==> src/rtl/imem_pkg.sv <==
// Shared definitions for the instruction-memory boot loader.
//   ADDR_W         : instruction word-address width (64-word store)
//   DATA_W         : instruction width, four bytes
//   loader_state_t : loader FSM states
package imem_pkg;

  localparam int ADDR_W = 6;
  localparam int DATA_W = 32;

  typedef enum logic [1:0] {
    IDLE,
    RECV,
    WRITE,
    DONE
  } loader_state_t;

endpackage

==> src/rtl/word_packer.sv <==
// Big-endian byte-to-word packer for the instruction loader.
// The first byte strobed after a clear ends up in the top byte of the word.
// Ports:
//   clk       : system clock
//   clear     : synchronous clear of the byte index and the word register
//   strobe    : shift octet into the word this cycle
//   octet     : incoming byte
//   word      : assembled word (holds its value between strobes)
//   word_full : byte index is 3, so the next strobed byte completes the word
module word_packer #(
  parameter int DATA_W = 32
) (
  input  logic              clk,
  input  logic              clear,
  input  logic              strobe,
  input  logic [7:0]        octet,
  output logic [DATA_W-1:0] word,
  output logic              word_full
);
  import imem_pkg::*;

  logic [1:0] idx;

  always_ff @(posedge clk) begin
    if (clear) begin
      idx  <= 2'd0;
      word <= '0;
    end else if (strobe) begin
      idx  <= idx + 2'd1;
      word <= {word[DATA_W-9:0], octet};
    end
  end

  assign word_full = (idx == 2'd3);

endmodule

==> src/rtl/imem_loader.sv <==
// Boot-time writer for the MIPS instruction RAM. Receives a byte stream
// under valid/ready, packs bytes big-endian into words and writes them to
// consecutive word addresses while holding the processor in reset.
// Optional feature macro: IMEM_LOADER_CKSUM_EN -- the in_last byte is an
// XOR checksum of all earlier bytes of the load instead of data.
// Ports:
//   clk, reset       : clock, synchronous active-high reset
//   start            : begin a load (honoured in IDLE or DONE only)
//   in_data/in_valid/in_last/in_ready : byte stream handshake
//   we/waddr/wdata   : instruction-RAM write port
//   cpu_hold, busy   : high while receiving or writing
//   done, err        : load finished / load had an error
//   word_count       : words written by the last load
module imem_loader #(
  parameter int ADDR_W = imem_pkg::ADDR_W,
  parameter int DATA_W = imem_pkg::DATA_W
) (
  input  logic              clk,
  input  logic              reset,
  input  logic              start,
  input  logic [7:0]        in_data,
  input  logic              in_valid,
  input  logic              in_last,
  output logic              in_ready,
  output logic              we,
  output logic [ADDR_W-1:0] waddr,
  output logic [DATA_W-1:0] wdata,
  output logic              cpu_hold,
  output logic              busy,
  output logic              done,
  output logic              err,
  output logic [ADDR_W:0]   word_count
);
  import imem_pkg::*;

  // word_count value at which the store is full
  localparam logic [ADDR_W:0] CAP = {1'b1, {ADDR_W{1'b0}}};

  loader_state_t     state, state_nxt;
  logic              start_ok, accept, at_cap;
  logic              pk_clear, pk_stb, pk_full;
  logic [DATA_W-1:0] pk_word;
  logic [ADDR_W-1:0] waddr_q;
  logic [ADDR_W:0]   wc_q;
  logic              err_q;
  logic              last_q;   // the word now being written ended the stream
`ifdef IMEM_LOADER_CKSUM_EN
  logic [7:0]        xor_q;     // running XOR of accepted data bytes
  logic              pending_q; // a partial word is sitting in the packer
`endif

  assign start_ok = start && ((state == IDLE) || (state == DONE));
  assign accept   = in_valid && in_ready;
  assign at_cap   = (wc_q == CAP);
  assign pk_clear = reset || start_ok;

  word_packer #(.DATA_W(DATA_W)) u_packer (
    .clk       (clk),
    .clear     (pk_clear),
    .strobe    (pk_stb),
    .octet     (in_data),
    .word      (pk_word),
    .word_full (pk_full)
  );

  always_comb begin
    state_nxt = state;
    pk_stb    = 1'b0;
    case (state)
      IDLE:  if (start) state_nxt = RECV;
      RECV: begin
        if (accept) begin
          // A byte arriving with the store already full is dropped.
          if (at_cap) begin
            state_nxt = DONE;
`ifdef IMEM_LOADER_CKSUM_EN
          end else if (in_last) begin
            // Checksum byte: never packed, never written.
            state_nxt = DONE;
`endif
          end else begin
            pk_stb = 1'b1;
            if (pk_full)      state_nxt = WRITE;
            else if (in_last) state_nxt = DONE;
          end
        end
      end
      WRITE: state_nxt = last_q ? DONE : RECV;
      DONE:  if (start) state_nxt = RECV;
      default: state_nxt = IDLE;
    endcase
  end

  always_ff @(posedge clk) begin
    if (reset) begin
      state     <= IDLE;
      waddr_q   <= '0;
      wc_q      <= '0;
      err_q     <= 1'b0;
      last_q    <= 1'b0;
`ifdef IMEM_LOADER_CKSUM_EN
      xor_q     <= 8'd0;
      pending_q <= 1'b0;
`endif
    end else begin
      state <= state_nxt;
      if (start_ok) begin
        wc_q      <= '0;
        err_q     <= 1'b0;
        last_q    <= 1'b0;
`ifdef IMEM_LOADER_CKSUM_EN
        xor_q     <= 8'd0;
        pending_q <= 1'b0;
`endif
      end
      if ((state == RECV) && accept) begin
        if (at_cap) begin
          err_q <= 1'b1;
`ifdef IMEM_LOADER_CKSUM_EN
        end else if (in_last) begin
          if ((in_data != xor_q) || pending_q) err_q <= 1'b1;
        end else begin
          xor_q     <= xor_q ^ in_data;
          pending_q <= !pk_full;
          if (pk_full) waddr_q <= wc_q[ADDR_W-1:0];
        end
`else
        end else if (pk_full) begin
          waddr_q <= wc_q[ADDR_W-1:0];
          last_q  <= in_last;
        end else if (in_last) begin
          // stream ended mid-word; the partial word is not written
          err_q <= 1'b1;
        end
`endif
      end
      if (state == WRITE) wc_q <= wc_q + (ADDR_W+1)'(1);
    end
  end

  assign in_ready   = (state == RECV);
  assign we         = (state == WRITE);
  assign busy       = (state == RECV) || (state == WRITE);
  assign cpu_hold   = busy;
  assign done       = (state == DONE);
  assign err        = err_q;
  assign waddr      = waddr_q;
  assign wdata      = pk_word;
  assign word_count = wc_q;

endmodule

==> config.mk <==
export PLATFORM = sky130hd
export DESIGN_NAME = imem_loader
export DESIGN_NICKNAME = d
export VERILOG_FILES = /design/src/rtl/imem_pkg.sv /design/src/rtl/word_packer.sv /design/src/rtl/imem_loader.sv
export SDC_FILE = /design/constraint.sdc
export NUM_CORES = 1
export LEC_CHECK = 0
export ABC_AREA = 1
export CAP_MARGIN = 20
export CORE_MARGIN = 4
export CORE_UTILIZATION = 48
export CTS_BUF_LIST = sky130_fd_sc_hd__clkbuf_16
export DETAILED_ROUTE_END_ITERATION = 7
export GPL_ROUTABILITY_DRIVEN = 0
export GPL_TIMING_DRIVEN = 0
export PLACE_DENSITY = 0.8
export RECOVER_POWER = 50
export SLEW_MARGIN = 20
export SYNTH_ARGS = -nofsm -noshare
export SYNTH_HDL_FRONTEND = slang
export SYNTH_HIERARCHICAL = 1
export SYNTH_SLANG_ARGS = --single-unit
==> constraint.sdc <==
create_clock -name clk -period 1.6 [get_ports clk]
set_input_delay 0.4 -clock clk [delete_from_list [all_inputs] [get_ports clk]]
set_output_delay 0.4 -clock clk [all_outputs]
set_load 0.03 [all_outputs]
==> summary.txt, run 1 <==
Outcome
  • Outcome: complete, but fails checks
  • Violated checks: negative setup slack

Timing
  • Hold Violations, Final: 0
  • Final setup fails: 1
  • Final min period: 1.66 ns
  • Pins Over Slew Limit: 0
  • Maximum clock rate: 0.602 GHz
  • Unrepaired setup endpoints after global routing: yes
  • Slew Limit Headroom: 0.713
  • Fin Setup TNS: -0.0607 ns
  • Worst-Margin Slew: roughly 0.43 ns
  • Final setup margin: -0.0607 ns
  • Skew final: 0.00316 ns
  • Period utilisation layout: 1.04

Worst setup path
  • Worst path slowest cell: dfxtp_4
  • Crit path largest cell delay: about 0.38 ns
  • Worst Reg2Reg Path Length in Cells: 10
  • Critical-path cell list: inv_4 > ha_4 > inv_4 > buf_6 > buf_6
  • CP Capture Type: output port
  • Critical Path Fanout Max: 4
  • WS Path Type: flip-flop to output port
  • Crit path DAT: 1.26 ns
  • Critical path launch point type: flip-flop
  • Required time of the critical path: 1.20 ns

Drt
  • DRT iter0 DRCs: around 100
  • Final WL: about 5400 um
  • Vias: 2171
  • Final ANT Viol Nets: 0
  • Routed wire per std cell: 11.1 um
  • Via-to-Cell Ratio: between 4 and 5
  • Pre-antenna DRT Iters: 4
  • DRC Markers: 0

Die
  • DIE WIDTH: 78.2 um
  • Core area: 4750 um2
  • Die height: 78.2 um
  • # IOs: between 60 and 70
  • Initial core utilization: 0.497
  • Die area: 6110 um2
  • Rows: 25

Placement
  • Cell Area, Placed: 3080 um2
  • Port Buf Inserts: 63
  • Post-DP HPWL: 3900 um
  • Pre-CTS WS: -0.459 ns

Power
  • Total leakage power: 1.54 nW
  • Flop pwr share: 0.329
  • Combinational Power Share: 0.428
  • Switching Fraction: 0.389
  • Total internal power: 2.98 mW
  • Peak VDD IR: 620 uV
  • Total power: 4.87 mW
  • Clk pwr share: 0.243
  • Switching pwr: 1.89 mW
  • Power Dens Cells: 1500 nW/um2

Logic synthesis
  • Top-count cell post-synth: nand2_1
  • Synthesized net count: approximately 370
  • Top FF cell, synth: dfxtp_1
  • Commonest cells in the synthesized netlist: 94 x nand2_1, 77 x nor2_1, 51 x dfxtp_1
  • Post-synth top area cell: dfxtp_1
  • Post-synth EDFFs: 0
  • Synthesized area per cell: 6.81 um2
  • Synth Cell Area: ~2400 um2
  • Seq cells post-synth: 51
  • Post-Syn Instances: 347
  • Synth Warn #: 6
  • Cell variety after synth: 24
  • Async SR Flop Fraction: 0
  • Share of Yosys cell area claimed by the top area cell type: 0.432
  • Ranking of synthesized cells by area: dfxtp_1 43%, nand2_1 15%, nor2_1 12%
  • Register area share after synthesis: 0.432

Global routing
  • Global-route met2 utilization: 0.329
  • Met3 GRT Util: 0.0390
  • Overflow left after global routing: 0
  • Global routing usage on met1: 0.236
  • First-pass GRT wire length: 9420 um
  • Vias in the first global route: 2054
  • Busiest layer in global routing: met2
  • Initial antenna violation count: 0
  • Total track usage: 0.188
  • Pin count of the biggest net entering global routing: 16

Clock tree
  • Clk buf depth: 2
  • Root Driver: clkbuf_16
  • CTS tree: yes
  • CTS sink count: 51
  • CTS Buf Count: 5
  • Clk Latency, worst-skew pair: a little under 0.3 ns
  • CTS Hold Bufs: 0
  • H-tree Lvls: 2
  • Clock Pin Slew Worst Setup and Hold Paths: 0.06 ns

Final layout
  • Layout Nets: 440
  • Ant diodes: 0
  • Layout fillers: between 400 and 500
  • Share of cells above drive strength 1: 0.135
  • Layout Utilization: 0.683
  • Fin area: 3250 um2
  • Synth-to-Final Area Change: 37.4%

Min path
  • Worst Hold Class: flip-flop to flip-flop
  • Hold path cells: 2

Flow run
  • Max-Cap Viols: 0
-- sequential cells by signal (all words and copies together) (netlist names) --
signal,count
u_packer/word,32
word_count,7
waddr,6
state,2
u_packer/idx,2
err,1
last_q,1
-- per-stage QoR --
step | instances | hold WS, ns
finish | 488 | 0.465
global placement | 477 | 0.450
global route | 488 | 0.493
detailed placement | 477 | 0.461
CTS | 486 | 0.468
floorplan | 347 | 0.439
-- critical path, delay by kind of cell, from the launching register on --
family | cells | cell delay, ns
buffers and inverters | 4 | 0.30
flip-flops | 1 | 0.38
adder cells (fa/ha/maj) | 1 | 0.29
-- layer usage --
| layer | wire, um | share of wire | vias up |
|---|---|---|---|
| met1 | 2410 | 0.45 | 944 |
| met5 | 0 | 0 | - |
| met2 | 2690 | 0.50 | 51 |
| li1 | - | - | 1171 |
| met3 | 253 | 0.047 | 5 |
| met4 | 47 | 0.0087 | 0 |
-- layout make-up --
class | count | area (um2) | area share
buffer | 16 | 129 | 0.0397
clock buffer | 5 | 125 | 0.0385
clock inverter | 3 | 38.8 | 0.0119
inverter | 53 | 204 | 0.0628
multi-input combinational | 227 | 1050 | 0.324
sequential | 51 | 1030 | 0.316
tap | 67 | 83.8 | 0.0258
timing repair buffer | 66 | 589 | 0.181
-- layout by cell type (no fill, tap or decap), types with 2 or more instances in the layout --
| master | Yosys | routed |
|---|---|---|
| nand2_2 | 1 | 2 |
| dlygate4sd2_1 | 0 | 45 |
| ha_2 | 0 | 2 |
| dfxtp_2 | 0 | 2 |
| a21oi_1 | 16 | 16 |
| o21ai_1 | 6 | 5 |
| nand3_1 | 8 | 8 |
| nand4_1 | 3 | 3 |
| nand2_1 | 94 | 93 |
| buf_2 | 9 | 4 |
| nor2_1 | 77 | 77 |
| nand3_2 | 5 | 5 |
| clkdlybuf4s50_1 | 0 | 12 |
| clkbuf_16 | 0 | 5 |
| dfxtp_1 | 51 | 48 |
| inv_2 | 4 | 5 |
| clkbuf_4 | 0 | 3 |
| buf_6 | 5 | 7 |
| inv_4 | 0 | 2 |
| ha_1 | 7 | 4 |
| nor2_4 | 2 | 2 |
| buf_4 | 1 | 7 |
| inv_1 | 48 | 46 |
| nor2_2 | 3 | 3 |
-- power groups by stage --
stage	registers, mW	clock network, mW	logic [mW]
finish	1.60	1.18	2.09
global route	1.64	1.27	2.32
CTS	1.60	1.21	2.02
detailed placement	1.62	0	2.09
global placement	1.61	0	2.06
floorplan	1.89	0	1.14
-- final timing paths --
| kind | start | end | slack, ns |
|---|---|---|---|
| setup / recovery | state[0] | cpu_hold | -0.06 |
| hold / removal | u_packer/word[30] | u_packer/word[30] | 0.47 |
| setup reg to reg | word_count[1] | u_packer/idx[1] | 0.05 |
| hold reg to reg | u_packer/word[30] | u_packer/word[30] | 0.47 |
-- cell families (layout without fill, tap and decap cells) --
logic type                 Yosys count  in the layout  synth area share
and+or+nand+nor                    197            197             0.349
buffers and inverters               69            143             0.132
DFF                                 51             51             0.432
AOI/OAI and AO/OA                   23             23            0.0498
adders and majority gates            7              7            0.0371
-- repair_timing --
action / in CTS / in global routing
pin swaps: 1 / 2
resized for setup: 75 / 14
endpoints found under the setup margin: 82 / 36
setup buffers: 1 / 2
endpoints found under the hold margin: 0 / 0
Note: power is estimated with default switching activity, not from simulation.
==> run 2, diff against run 1 <==
--- a/config.mk
+++ b/config.mk
@@ -6,10 +6,9 @@
 export NUM_CORES = 1
 export LEC_CHECK = 0
 export ABC_AREA = 1
-export CAP_MARGIN = 20
 export CORE_MARGIN = 4
 export CORE_UTILIZATION = 48
-export CTS_BUF_LIST = sky130_fd_sc_hd__clkbuf_16
+export CTS_BUF_LIST = sky130_fd_sc_hd__clkbuf_8 sky130_fd_sc_hd__clkbuf_16
 export DETAILED_ROUTE_END_ITERATION = 7
 export GPL_ROUTABILITY_DRIVEN = 0
 export GPL_TIMING_DRIVEN = 0
==> run 2 against run 1 <==
- register-to-register slack better by 0.02 ns
- core utilization down 1.2 points
- critical path depth unchanged
- global-route usage up 0.058 points
- clock skew up 0.0019 ns
- clock-buffer cell count up 1
- the flow still finishes with violations (negative setup slack)
- final cell count down 0.20%
- critical endpoint unchanged
==> summary.txt, run 2 (same netlist as run 1, synthesis figures left out) <==
Timing
  • Period utilisation layout: 1.06
  • Hold Violations, Final: 0
  • Final setup fails: 1
  • Fin Setup TNS: -0.0881 ns
  • Skew final: 0.00509 ns
  • Unrepaired setup endpoints after global routing: yes
  • Pins Over Slew Limit: 0
  • Final min period: roughly 1.7 ns
  • Maximum clock rate: approximately 0.59 GHz
  • WHS: 0.469 ns
  • Worst-Margin Slew: between 0.4 and 0.5 ns
  • Slew Limit Headroom: 0.722
  • Final setup margin: -0.0881 ns

Min path
  • Worst Hold Class: flip-flop to flip-flop
  • Hold path cells: 2
  • End of the worst hold path: u_packer/word[30]
  • Hold wc startpoint: u_packer/word[30]

Worst setup path
  • Critical Path Fanout Max: 4
  • CP Capture Type: output port
  • WS Path Type: flip-flop to output port
  • RR Startpoint: word_count[1]
  • Required time of the critical path: 1.20 ns
  • RR Endpoint: u_packer/word[15]
  • Reg2reg setup slack: 0.07 ns
  • Critical path launch point type: flip-flop
  • Crit path DAT: approximately 1.3 ns
  • Worst Reg2Reg Path Length in Cells: 10

Final layout
  • Layout fillers: roughly 460
  • Ant diodes: 0
  • Number of flip-flops in the largest register: 32
  • Share of cells above drive strength 1: 0.143
  • Synth-to-Final Area Change: 35.1%
  • Most flops, register: u_packer/word
  • Fin area: 3190 um2
  • Most common cell after layout, fill and taps aside: nand2_1
  • Layout Nets: 439
  • Most frequent cells in the layout: 93 x nand2_1, 76 x nor2_1, 48 x dfxtp_1
  • Layout Utilization: 0.672

Die
  • # IOs: 64
  • Rows: 25
  • Die area: approximately 6000 um2
  • DIE WIDTH: 78.2 um
  • Initial core utilization: 0.497
  • Core area: 4750 um2
  • Die height: between 70 and 80 um

Outcome
  • Outcome: complete, but fails checks
  • Violated checks: negative setup slack

Clock tree
  • CTS sink count: 51
  • CTS Buf Count: 5
  • Clock Pin Slew Worst Setup and Hold Paths: 0.09 ns
  • Root Driver: clkbuf_8
  • H-tree Lvls: 2
  • Clk buf depth: 2
  • CTS tree: yes
  • CTS Hold Bufs: 0
  • Clk Latency, worst-skew pair: 0.31 ns

Flow run
  • Max-Cap Viols: 0

Power
  • Total power: 4.62 mW
  • Total leakage power: 1.51 nW
  • Power Dens Cells: roughly 1400 nW/um2
  • Peak VDD IR: roughly 670 uV

Global routing
  • Overflow left after global routing: 0
  • Total track usage: 0.189
  • Initial antenna violation count: 0
  • Vias in the first global route: between 2000 and 2500
  • First-pass GRT wire length: about 9400 um
  • Pin count of the biggest net entering global routing: 16

Drt
  • Final WL: 5310 um
  • Via-to-Cell Ratio: 4.45
  • DRT iter0 DRCs: between 80 and 90
  • Vias: around 2200
  • Routed wire per std cell: between 10 and 15 um
  • Final ANT Viol Nets: 0
  • Pre-antenna DRT Iters: 4
  • DRC Markers: 0

Placement
  • Port Buf Inserts: 63
  • Cell Area, Placed: 3080 um2
  • Post-DP HPWL: 3900 um
run 2: changes by cell type in the layout (fill, tap and decap cells not counted), moves of 2 or more:
cell	delta
clkbuf_4	+2
dlygate4sd2_1	-2
buf_2	+2
clkbuf_16	-5
buf_4	-5
clkbuf_8	+6
run 2: critical path: stages (launching register included):
cell and delay, ns:
dfxtp_4 0.39, inv_4 0.04, ha_4 0.29, inv_4 0.04, buf_6 0.10, buf_6 0.12
run 2: what timing repair did:
| item | in CTS | in global routing |
|---|---|---|
| setup buffers | 1 | 1 |
| endpoints found under the hold margin | 0 | 0 |
| endpoints found under the setup margin | 82 | 41 |
| resized for setup | 76 | 21 |
| pin swaps | 1 | 2 |
| cloned | 0 | 0 |
run 2: final cells by class:
class / count / area (um2) / area share
timing repair buffer: 65 / 578 / 0.181
clock buffer: 6 / 82.6 / 0.0259
tap: 67 / 83.8 / 0.0263
inverter: 53 / 204 / 0.0639
buffer: 16 / 126 / 0.0396
clock inverter: 2 / 35.0 / 0.0110
sequential: 51 / 1030 / 0.322
multi-input combinational: 227 / 1050 / 0.330
run 2: through the flow:
stage | setup slack, ns | instances
after CTS | -0.142 | 486
after floorplan | 0.0379 | 347
after detailed placement | -0.459 | 477
after global routing | -0.137 | 487
after global placement | -0.427 | 477
final | -0.0881 | 487
run 2: worst max path at each step:
stage,endpoint,startpoint,depth (start not counted)
after detailed placement,cpu_hold,state[0],5
after CTS,cpu_hold,state[0],5
after global placement,cpu_hold,state[0],5
after global routing,cpu_hold,state[0],5
after floorplan,word_count[6],state[0],8
final,cpu_hold,state[0],5
run 2: where the power goes:
part           internal [mW]  switching (mW)  total (mW)
sequential              1.46           0.141        1.60
combinational          0.786            1.30        2.08
clock                  0.506           0.426       0.932
run 2: metal layers:
metal / vias up / wire, um / global-route usage
met3: 5 / 214 / 0.0390
met1: 946 / 2440 / 0.229
met2: 42 / 2590 / 0.337
met5: - / 0 / 0
met4: 0 / 65 / 0.0524
li1: 1175 / - / -
